[config.mk]
export PLATFORM = sky130hd
export DESIGN_NAME = fpu_issue_ctrl
export DESIGN_NICKNAME = d
export VERILOG_FILES = /design/src/rtl/fpu_issue_ctrl.sv
export SDC_FILE = /design/constraint.sdc
export NUM_CORES = 1
export LEC_CHECK = 0
export ABC_AREA = 1
export CORE_MARGIN = 3
export CORE_UTILIZATION = 41
export DETAILED_ROUTE_END_ITERATION = 8
export PLACE_DENSITY_LB_ADDON = 0.2
export SKIP_CTS_REPAIR_TIMING = 1
export SYNTH_ARGS = -nofsm -noshare
export SYNTH_HDL_FRONTEND = slang
export SYNTH_SLANG_ARGS = --single-unit
[constraint.sdc]
create_clock -name clk -period 1.5 [get_ports clk]
set_input_delay 0.45 -clock clk [delete_from_list [all_inputs] [get_ports clk]]
set_output_delay 0.45 -clock clk [all_outputs]
set_load 0.1 [all_outputs]
[src/rtl/fpu_issue_ctrl.sv]
// Issue/capture controller for the single-precision FPU: holds one request on the FPU inputs
// for its op latency, then returns the captured result. Optional STICKY_FLAGS_EN adds sticky flags.
module fpu_issue_ctrl #(
    parameter int LAT_ADDSUB = 7,
    parameter int LAT_MUL    = 12,
    parameter int LAT_DIV    = 35,
    parameter int LAT_SQRT   = 35
) (
    input  logic        clk,
    input  logic        rst_n,
    input  logic        in_valid,
    output logic        in_ready,
    input  logic [2:0]  in_fpu_op,
    input  logic [1:0]  in_rmode,
    input  logic [31:0] in_opa,
    input  logic [31:0] in_opb,
    output logic [2:0]  fpu_op,
    output logic [1:0]  fpu_rmode,
    output logic [31:0] fpu_opa,
    output logic [31:0] fpu_opb,
    input  logic [31:0] fpu_out,
    input  logic [7:0]  fpu_flags,
    output logic        res_valid,
    input  logic        res_ready,
    output logic [31:0] res_out,
    output logic [7:0]  res_flags,
    output logic        busy,
    input  logic        sticky_clr,
    output logic [7:0]  sticky_flags
);

    localparam int LAT_M01 = (LAT_ADDSUB > LAT_MUL) ? LAT_ADDSUB : LAT_MUL;
    localparam int LAT_M23 = (LAT_DIV > LAT_SQRT) ? LAT_DIV : LAT_SQRT;
    localparam int LAT_MAX = (LAT_M01 > LAT_M23) ? LAT_M01 : LAT_M23;
    localparam int CW      = $clog2(LAT_MAX + 1);

    localparam logic [31:0] QNAN_OUT   = 32'h7FC0_0000;
    localparam logic [7:0]  QNAN_FLAGS = 8'h20;

    typedef enum logic [1:0] {S_IDLE, S_BUSY, S_DONE} state_t;

    state_t        state_q, state_d;
    logic [CW-1:0] cnt_q, cnt_d;
    logic          ill_q, ill_d;
    logic [2:0]    op_q, op_d;
    logic [1:0]    rmode_q, rmode_d;
    logic [31:0]   opa_q, opa_d;
    logic [31:0]   opb_q, opb_d;
    logic          res_valid_q, res_valid_d;
    logic [31:0]   res_out_q, res_out_d;
    logic [7:0]    res_flags_q, res_flags_d;

    logic          capture;
    logic [31:0]   cap_out;
    logic [7:0]    cap_flags;

    function automatic logic [CW-1:0] lat_m1(input logic [2:0] op);
        case (op)
            3'b000, 3'b001: lat_m1 = CW'(LAT_ADDSUB - 1);
            3'b010:         lat_m1 = CW'(LAT_MUL - 1);
            3'b011:         lat_m1 = CW'(LAT_DIV - 1);
            default:        lat_m1 = CW'(LAT_SQRT - 1);
        endcase
    endfunction

    // Illegal ops bypass the FPU and report a canonical quiet NaN.
    assign cap_out   = ill_q ? QNAN_OUT : fpu_out;
    assign cap_flags = ill_q ? QNAN_FLAGS : fpu_flags;

    always_comb begin
        state_d     = state_q;
        cnt_d       = cnt_q;
        ill_d       = ill_q;
        op_d        = op_q;
        rmode_d     = rmode_q;
        opa_d       = opa_q;
        opb_d       = opb_q;
        res_valid_d = res_valid_q;
        res_out_d   = res_out_q;
        res_flags_d = res_flags_q;
        capture     = 1'b0;
        case (state_q)
            S_IDLE: begin
                if (in_valid) begin
                    op_d    = in_fpu_op;
                    rmode_d = in_rmode;
                    opa_d   = in_opa;
                    opb_d   = in_opb;
                    state_d = S_BUSY;
                    // Counter is always 0 in IDLE, so an illegal op captures on the next edge.
                    if (in_fpu_op <= 3'b100) begin
                        cnt_d = lat_m1(in_fpu_op);
                        ill_d = 1'b0;
                    end else begin
                        ill_d = 1'b1;
                    end
                end
            end
            S_BUSY: begin
                if (cnt_q == '0) begin
                    capture     = 1'b1;
                    state_d     = S_DONE;
                    res_valid_d = 1'b1;
                    res_out_d   = cap_out;
                    res_flags_d = cap_flags;
                end else begin
                    cnt_d = cnt_q - 1'b1;
                end
            end
            S_DONE: begin
                if (res_ready) begin
                    state_d     = S_IDLE;
                    res_valid_d = 1'b0;
                end
            end
            default: state_d = S_IDLE;
        endcase
    end

    always_ff @(posedge clk or negedge rst_n) begin
        if (!rst_n) begin
            state_q     <= S_IDLE;
            cnt_q       <= '0;
            ill_q       <= 1'b0;
            op_q        <= '0;
            rmode_q     <= '0;
            opa_q       <= '0;
            opb_q       <= '0;
            res_valid_q <= 1'b0;
            res_out_q   <= '0;
            res_flags_q <= '0;
        end else begin
            state_q     <= state_d;
            cnt_q       <= cnt_d;
            ill_q       <= ill_d;
            op_q        <= op_d;
            rmode_q     <= rmode_d;
            opa_q       <= opa_d;
            opb_q       <= opb_d;
            res_valid_q <= res_valid_d;
            res_out_q   <= res_out_d;
            res_flags_q <= res_flags_d;
        end
    end

`ifdef STICKY_FLAGS_EN
    logic [7:0] sticky_q, sticky_d;

    // A clear coinciding with a capture keeps only the freshly captured flags.
    always_comb begin
        sticky_d = sticky_clr ? 8'h00 : sticky_q;
        if (capture) begin
            sticky_d = sticky_d | cap_flags;
        end
    end

    always_ff @(posedge clk or negedge rst_n) begin
        if (!rst_n) begin
            sticky_q <= '0;
        end else begin
            sticky_q <= sticky_d;
        end
    end

    assign sticky_flags = sticky_q;
`else
    logic unused_sticky;
    assign unused_sticky = sticky_clr ^ capture;
    assign sticky_flags  = 8'h00;
`endif

    assign in_ready  = (state_q == S_IDLE);
    assign busy      = (state_q != S_IDLE);
    assign fpu_op    = op_q;
    assign fpu_rmode = rmode_q;
    assign fpu_opa   = opa_q;
    assign fpu_opb   = opb_q;
    assign res_valid = res_valid_q;
    assign res_out   = res_out_q;
    assign res_flags = res_flags_q;

endmodule
==> results.md <==
- Status: complete, but fails checks
- Failing checks: setup timing
- Crit path required time: 1050 ps
- Core box area: 11,700 um^2
- Mean area per synthesized cell: 9.12 um^2
- FF-to-FF Start: cnt_q[2]$_DFFE_PN0P_
- CTS Sinks: 119
- H-tree depth: 4
- Crit path from: state_q[1]$_DFFE_PN0P_
- Compound-Gate Fraction of Synth Area: 8.30%
- Gr usage total: 22.9%
- Worst Setup End Kind: output port
- Share of cells above drive strength 1: 28.5%
- I/O Buffers: 224
- Final instance area: 9300 um^2
- Sequential cell area fraction in the yosys report: 59.1%
- Via/cell ratio: 4.82
- Post-route setup slack: -186 ps
- Worst hold path type: in2async
- CTS tree: yes
- Initial core utilization: 43.0%
- DIE AREA: 13,600 um^2
- Post-synthesis adder-cell area fraction: 0.497%
- TritonRoute pass-1 iters: 4
- DP Area: 8660 um^2
- Cells after Synth: 552
- Clock Path Buffers: 2
- Simple-Gate Fraction of Synth Area: 25.4%
- Total global routing overflow: 0
- Worst Hold Slack: 498 ps
- Drt total wl: 15.4 mm
- Total vias in the final route: 4,609
- Mux cell area share after synthesis: 0%
- Cell variety after synth: 25
- Die height: 117 um
- Fin nets: 919
- CP peak stage delay: 450 ps
- Largest net degree at the start of global routing: 73
- Vias in the first global route: 4,775
- Fin. max-slew vios: 0
- R2r setup slk: 50 ps
- Clk Latency, worst-skew pair: 400 ps
- CP arrival: 1240 ps
- Crit path max-delay cell type: dfrtp_2
- Synthesis Warnings: 0
- Fmax: 0.593 GHz
- Detailed Place HPWL: 11.2 mm
- DP Worst Slack: -217 ps
- DRT iter0 DRCs: 314
- DRT antenna net count: 0
- Cells along the critical path: nor2_4, inv_2, buf_12
- # Max-Cap Violations: 0
- Critical path launch point type: flop
- Die width: 117 um
- Synth Area in XOR/XNOR: 0.348%
- Count of final setup violators: 2
- DRC: 0
- Final hold viol count: 0
- Setup CP Type: reg2out
- Clock skew: 7.12 ps
- RSZ-0062 raised after global routing: yes
- Routability-driven placement congestion ratio: 0.841
- Register bit total from synthesis: 119
- Syn Std Cell Area: 5030 um^2
- Final core occ: 79.4%
- CTS root buffer: clkbuf_16
- FF-to-FF path depth: 9
- I/O pin count: 234
- Period minus WS final: 1690 ps
- Clock-pin slew of the registers on the worst-case setup and hold paths: 50 ps
- Drt wl/cell: 16.1 um
- Antenna diode count: 0
- Rows: 39
- Layout area overhead: 84.7%
- CP Max Fanout: 4
- Final worst path period share: 112%
- Initial antenna violation count: 0
- TritonCTS Buffers: 17
- Main combinational cell family by area after synthesis: simple AND/OR/NAND/NOR gates
- First-pass GRT wire length: 23.9 mm
[path summary, 6_finish.rpt]
path                                           end
min in group clk           fpu_opa[19]$_DFFE_PN0P_
max in group asynchronous   res_out[0]$_DFFE_PN0P_
setup reg to reg              cnt_q[4]$_DFFE_PN0P_
setup / recovery                              busy
hold / removal             res_out[17]$_DFFE_PN0P_
hold reg to reg            fpu_opa[19]$_DFFE_PN0P_
[routing by layer]
layer | global-route usage [%] | vias to the layer above | share of wire [%]
met3 | 6.17 | 46 | 6.3
met5 | 0 | - | 0
met1 | 25.7 | 2185 | 36
li1 | - | 2187 | -
met2 | 39.6 | 191 | 54
met4 | 12.5 | 0 | 3.9
[through the flow]
step,TNS [ps],instances
6_report,-340,956
5_1_grt,-465,956
4_1_cts,-840,950
3_5_place_dp,-8440,921
3_3_place_gp,-6730,921
2_1_floorplan,-10670,559
[cell type report]
cell class                      count  area, um^2
Clock buffer                       25         505
Clock inverter                      4        45.0
Fill cell                         728        2410
Inverter                           14        52.6
Multi-Input combinational cell    390        1800
Sequential cell                   119        2980
Tap cell                          143         179
Timing Repair Buffer              261        3740
[sequential cells by signal (all words and copies together) (netlist names)]
register,cells
cnt_q,6
fpu_op,3
fpu_opa,32
fpu_opb,32
fpu_rmode,2
ill_q,1
res_flags,8
res_out,32
res_valid,1
state_q,2
[cells by family after synthesis]
kind of cell / after synthesis
AOI/OAI and AO/OA: 53
xor gates and xnor gates: 2
adders and majority gates: 2
buffers and inverters: 50
DFF: 119
other: 1
and+or+nand+nor: 325
[synthesized netlist by cell type]
cell type | number | area, um^2
inv_1 | 12 | 45.0
o21ai_2 | 40 | 350
nand4_1 | 1 | 6.26
o211ai_1 | 1 | 7.51
xor2_1 | 1 | 8.76
conb_1 | 1 | 3.75
buf_6 | 10 | 113
clkbuf_1 | 8 | 30.0
nand2_1 | 295 | 1110
nand3_1 | 8 | 40.0
inv_2 | 2 | 7.51
nand2_2 | 2 | 12.5
o21ai_1 | 4 | 20.0
buf_2 | 7 | 35.0
o21ai_0 | 7 | 35.0
a21oi_1 | 1 | 5.00
nor2_4 | 2 | 22.5
nor2_2 | 1 | 6.26
dfrtp_1 | 119 | 2980
nand4_4 | 1 | 21.3
ha_1 | 2 | 25.0
nand2_4 | 1 | 11.3
buf_4 | 11 | 82.6
nor2_1 | 14 | 52.6
xnor2_1 | 1 | 8.76
[worst max-delay path: cells and delay by family, from the launching register on]
kind          cells  cell delay (ps)
flops             1              450
simple gates      1              160
buf+inv           2              220
[cell usage in the layout, fill, tap and decap left out, types with 7 or more instances in the layout]
master,n
nor2_1,13
buf_4,27
conb_1,8
nand2_1,294
buf_12,119
inv_1,11
dfrtp_1,116
o21ai_1,8
nand3_1,7
o21ai_2,40
clkdlybuf4s50_1,111
clkbuf_16,17
Power is not shown: default switching activity piles up to over one toggle a cycle in this logic, so the estimate is an artifact.
==> edit 1, RTL diff (config.mk and constraints unchanged) <==
The option `STICKY_FLAGS_EN` is turned on by a define.
--- a/src/rtl/fpu_issue_ctrl.sv
+++ b/src/rtl/fpu_issue_ctrl.sv
@@ -1,5 +1,7 @@
 // Issue/capture controller for the single-precision FPU: holds one request on the FPU inputs
 // for its op latency, then returns the captured result. Optional STICKY_FLAGS_EN adds sticky flags.
+`define STICKY_FLAGS_EN
+
 module fpu_issue_ctrl #(
     parameter int LAT_ADDSUB = 7,
     parameter int LAT_MUL    = 12,
Formal check against the unedited RTL: not equivalent (Yosys sat finds a counterexample within 4 cycles, from zero or initial values and one cycle with rst_n low).
==> edit 1 against the unedited design <==
  * The flow still finishes with violations (negative setup slack)
  * Wire length increased by 3.2%
  * Via count increased by 2.2%
  * Critical path depth increased by 1
  * Global-route usage increased by 0.92 points
  * Sequential cell count increased by 8
  * First-iteration DRC count decreased by 6.7%
  * Count of clock-buffer cells in the layout decreased by 2
  * Worst setup slack improved by 14 ps
  * Final area increased by 4.1%
  * Register-to-register slack got worse by 100 ps
  * Synthesized cell count increased by 2.0%
  * Synthesized area decreased by 0.99%
  * Largest cell class unchanged
Power is not shown: default switching activity piles up to over one toggle a cycle in this logic, so the estimate is an artifact.
==> edit 1: results (changes against the unedited design) <==
Synthesis
  – Xor/xnor share of the synthesized area: 0.00176 (-0.00172)
  – Top_reg_cell synth: dfrtp_1
  – Netlist cell types: 24 (-4.0%)
  – Synth Area in Adders: 0.00251 (-0.00246)
  – Register area share after synthesis: 0.638 (+0.0461)
  – Main area contributors after synthesis: dfrtp_1 (64%), nand2_1 (25%), buf_2 (1.5%), o21ai_0 (1.5%), nand2_2 (1.1%)
  – Synth Area in Compound Gates: 0.0248 (-0.0582)
  – Mux cell area share after synthesis: 0 (unchanged)
  – Synth top cells by count: nand2_1 (338), dfrtp_1 (127), buf_2 (15), o21ai_0 (15), inv_1 (13)
  – Syn avg cell area: 8.85 µm² (-2.9%)
  – Syn nets: between 600 and 700
  – Fraction of registers with async set/reset: 1.00 (unchanged)

Global routing
  – Initial antenna violation count: 0 (unchanged)
  – Vias in the first global route: 4951 (+3.7%)
  – Global-route usage over all layers: 0.238 (+0.00922)
  – First-pass GRT wire length: 24800 µm (+3.8%)

Placement
  – GPL Wtd Cong: 0.831 (-1.1%)
  – Input/output buffers: 233 (+4.0%)
  – Cell Area, Placed: 8830 µm² (+2.0%)
  – Dpl cells: 938 (+1.8%)
  – Detailed placement HPWL: 11600 µm (+3.4%)

Timing
  – Skew final: 8.68 ps (+1.57 ps)
  – Final Setup Violations: 23 (+21)
  – Worst Max-Slew Pin Slew: 456 ps
  – Setup ws final: -172 ps (+13.5 ps)

Worst hold path
  – Hold_sp: state_q[0]
  – Worst min-delay path class: reg -> reg
  – Hold Path Sink: state_q[1]

Drt
  – Initial DRC count: 293 (-6.7%)
  – First-pass DRT Iterations: 5 (+1)
  – DR WL/cell: 16.2 µm (+0.35%)
  – Vias: 4711 (+2.2%)

Worst setup path
  – Worst R2R End: res_out[21]
  – Critical Path AT: 1220 ps (-20 ps)
  – Reg2Reg Setup Slack: -50 ps (-100 ps)
  – R2R Path Start: cnt_q[1]
  – Max FO, Critical Path: 3 (-1)
  – Reg2Reg Depth: 9 (unchanged)

Layout
  – Fill count: 661 (-9.2%)
  – Antenna diodes: 0 (unchanged)
  – Layout Cells excl Fill: 983 (+2.8%)
  – Share of cells above drive strength 1: 0.258 (-0.0270)

Clock tree
  – # H-tree levels: 4 (unchanged)
  – Worst-path clk slew: 50 ps (about the same)
  – TritonCTS buffer count: 17 (unchanged)
  – Clock root buffer: clkbuf_16

Floorplan
  – Initial Utilization: 0.427 (-0.00249)

Run
  – Max Cap Viol: 0 (unchanged)

Status
  – Failing checks: negative setup slack
  – Status: complete, but fails checks
edit 1: cell families (layout without fill, tap and decap cells):
family,Yosys count,count (layout)
xor+xnor,1,1
simple gates,370,370
compound gates,23,23
flops,127,127
buf+inv,41,318
fa+ha+maj,1,1
edit 1: worst max-delay path, stage by stage (launching register included):
cell,delay (ps)
dfrtp_1,380
inv_2,110
nand2_8,70
clkinvlp_4,80
buf_12,170
edit 1: worst max-delay path by stage:
stage / start / slack [ps] / to / depth (start not counted)
after CTS: state_q[1] / -280 / in_ready / 4
after global placement: in_valid / -180 / fpu_opa[1] / 6
after floorplan: state_q[1] / -70 / in_ready / 3
after detailed placement: in_valid / -210 / fpu_opb[31] / 6
final: state_q[1] / -170 / in_ready / 4
after global routing: state_q[1] / -230 / in_ready / 4
edit 1: cell type report:
| class | instances | area, µm² | share of cell area |
|---|---|---|---|
| inverters | 18 | 76.3 | 0.00788 |
| clock inverters | 9 | 158 | 0.0163 |
| flip-flops and latches | 127 | 3180 | 0.328 |
| multi-input cells | 395 | 1690 | 0.175 |
| repair buffers | 268 | 3930 | 0.406 |
| well taps | 143 | 179 | 0.0185 |
| clock buffers | 23 | 468 | 0.0483 |
edit 1: metal layers:
metal,part of all wire,track usage,up-vias
met2,0.50,0.391,229
met5,0,0,-
met1,0.36,0.265,2202
met3,0.10,0.101,40
li1,-,-,2240
met4,0.041,0.123,0
edit 1: stage by stage:
step	hold WS, ps	worst slack, ps	utilization	TNS [ps]
floorplan	154	-68.6	-	-68.6
global placement	398	-181	0.757	-11440
detailed placement	396	-212	0.757	-12880
CTS	-43.3	-280	0.811	-471
global route	516	-229	0.830	-3310
finish	477	-172	0.830	-599
==> edit 2, RTL diff (same flow settings) <==
Without the edit above. Add an input register stage for `in_rmode`; this delays it by one clock. The other inputs are not delayed to match.
--- a/src/rtl/fpu_issue_ctrl.sv
+++ b/src/rtl/fpu_issue_ctrl.sv
@@ -38,6 +38,12 @@
     localparam logic [7:0]  QNAN_FLAGS = 8'h20;
 
     typedef enum logic [1:0] {S_IDLE, S_BUSY, S_DONE} state_t;
+
+    logic [1:0] in_rmode_q;
+
+    always_ff @(posedge clk) begin
+        in_rmode_q <= in_rmode;
+    end
 
     state_t        state_q, state_d;
     logic [CW-1:0] cnt_q, cnt_d;
@@ -83,7 +89,7 @@
             S_IDLE: begin
                 if (in_valid) begin
                     op_d    = in_fpu_op;
-                    rmode_d = in_rmode;
+                    rmode_d = in_rmode_q;
                     opa_d   = in_opa;
                     opb_d   = in_opb;
                     state_d = S_BUSY;
Behaviour: not the same (Yosys sat finds a counterexample within 4 cycles, from zero or initial values and one cycle with rst_n low).
==> edit 2 against the unedited design <==
  * The flow still finishes with violations (negative setup slack)
  * Wire length rose by 0.23%
  * Final area fell by 1.8%
  * Synthesized area fell by 2.9%
  * Register-to-register slack improved by 30 ps
  * Sequential cell count rose by 2
  * Worst setup slack improved by 6.5 ps
  * Largest cell class unchanged
Power is not shown: default switching activity piles up to over one toggle a cycle in this logic, so the estimate is an artifact.
==> edit 2: results (changes against the unedited design) <==
Global routing
  – Global-route usage over all layers: 0.239 (+0.0100)
  – First-pass GRT wire length: 24300 µm (+1.5%)
  – Largest net degree at the start of global routing: 81 (+11%)

Layout
  – Share of cells above drive strength 1: 0.237 (-0.0484)
  – Layout Cells excl Fill: 949 (-0.73%)
  – Fill count: 677 (-7.0%)
  – Area occupied by multi-input gates: 1660 µm² (-7.9%)
  – Invs w/o clock: 15 (+1)
  – FF/Latch Area: 3020 µm² (+1.3%)
  – Buffering overhead: 0.396 (-0.00591)
  – Seq/total area: 0.331 (+0.00999)
  – Layout clock area frac: 0.0659 (+0.00670)
  – Nets@finish: 909 (-1.1%)
  – Count of multi-input gates: 388 (-0.51%)
  – Clock buffer cells: 24 (-4.0%)

Timing
  – Final Setup Violations: 2 (unchanged)
  – WHS: 66.4 ps (-432 ps)
  – Skew final: 6.34 ps (-0.779 ps)
  – Setup ws final: -179 ps (+6.46 ps)

Synthesis
  – Post-synthesis cell count: 553 (+0.18%)
  – Fraction of registers with async set/reset: 0.983 (-0.0165)
  – Netlist cell types: 28 (+12%)
  – Synth top cells by count: nand2_1 (293), dfrtp_1 (119), o21ai_0 (28)
  – Main area contributors after synthesis: dfrtp_1 (61%), nand2_1 (23%), o21ai_0 (2.9%), o21ai_1 (1.9%), buf_4 (1.7%)
  – Register area share after synthesis: 0.618 (+0.0261)

Worst setup path
  – Crit path from: state_q[1]
  – R2R Path Start: cnt_q[1]

Placement
  – Place WS: -192 ps (+25.2 ps)
  – Cell Area, Placed: 8460 µm² (-2.3%)
  – Detailed placement HPWL: 11000 µm (-1.8%)

Drt
  – Vias: 4572 (-0.80%)
  – Routed wire length: 15400 µm (+0.23%)
  – Initial DRC count: 309 (-1.6%)
  – First-pass DRT Iterations: 6 (+2)

Clock tree
  – Longest Clk Path Bufs: 2 (unchanged)

Status
  – Status: complete, but fails checks
  – Failing checks: negative setup slack
## edit 2: cell count changes in the layout (fill, tap and decap cells not counted), sizes merged
cell | before | now
buf | 149 | 139
clkinv | 3 | 6
dfxtp | 0 | 2
nand2 | 298 | 296
a32oi | 0 | 1
bufinv | 1 | 2
clkbuf | 25 | 24
dlygate4sd3 | 1 | 0
inv | 14 | 15
nand3 | 8 | 7
## edit 2: cell families (layout without fill, tap and decap cells)
kind of cell,after synthesis,in the layout,share of synthesized area
compound gates,54,54,0.0596
xor+xnor,2,2,0.00358
flops,121,121,0.618
fa+ha+maj,2,2,0.00512
other cells,1,8,0.000767
buf+inv,51,297,0.0550
simple gates,322,322,0.258
## edit 2: routing by layer
layer	vias up	GRT usage	wire, µm
met2	163	0.425	8450
met3	24	0.0611	912
li1	2181	-	-
met1	2204	0.276	5720
met4	0	0.0931	355
met5	-	0	0
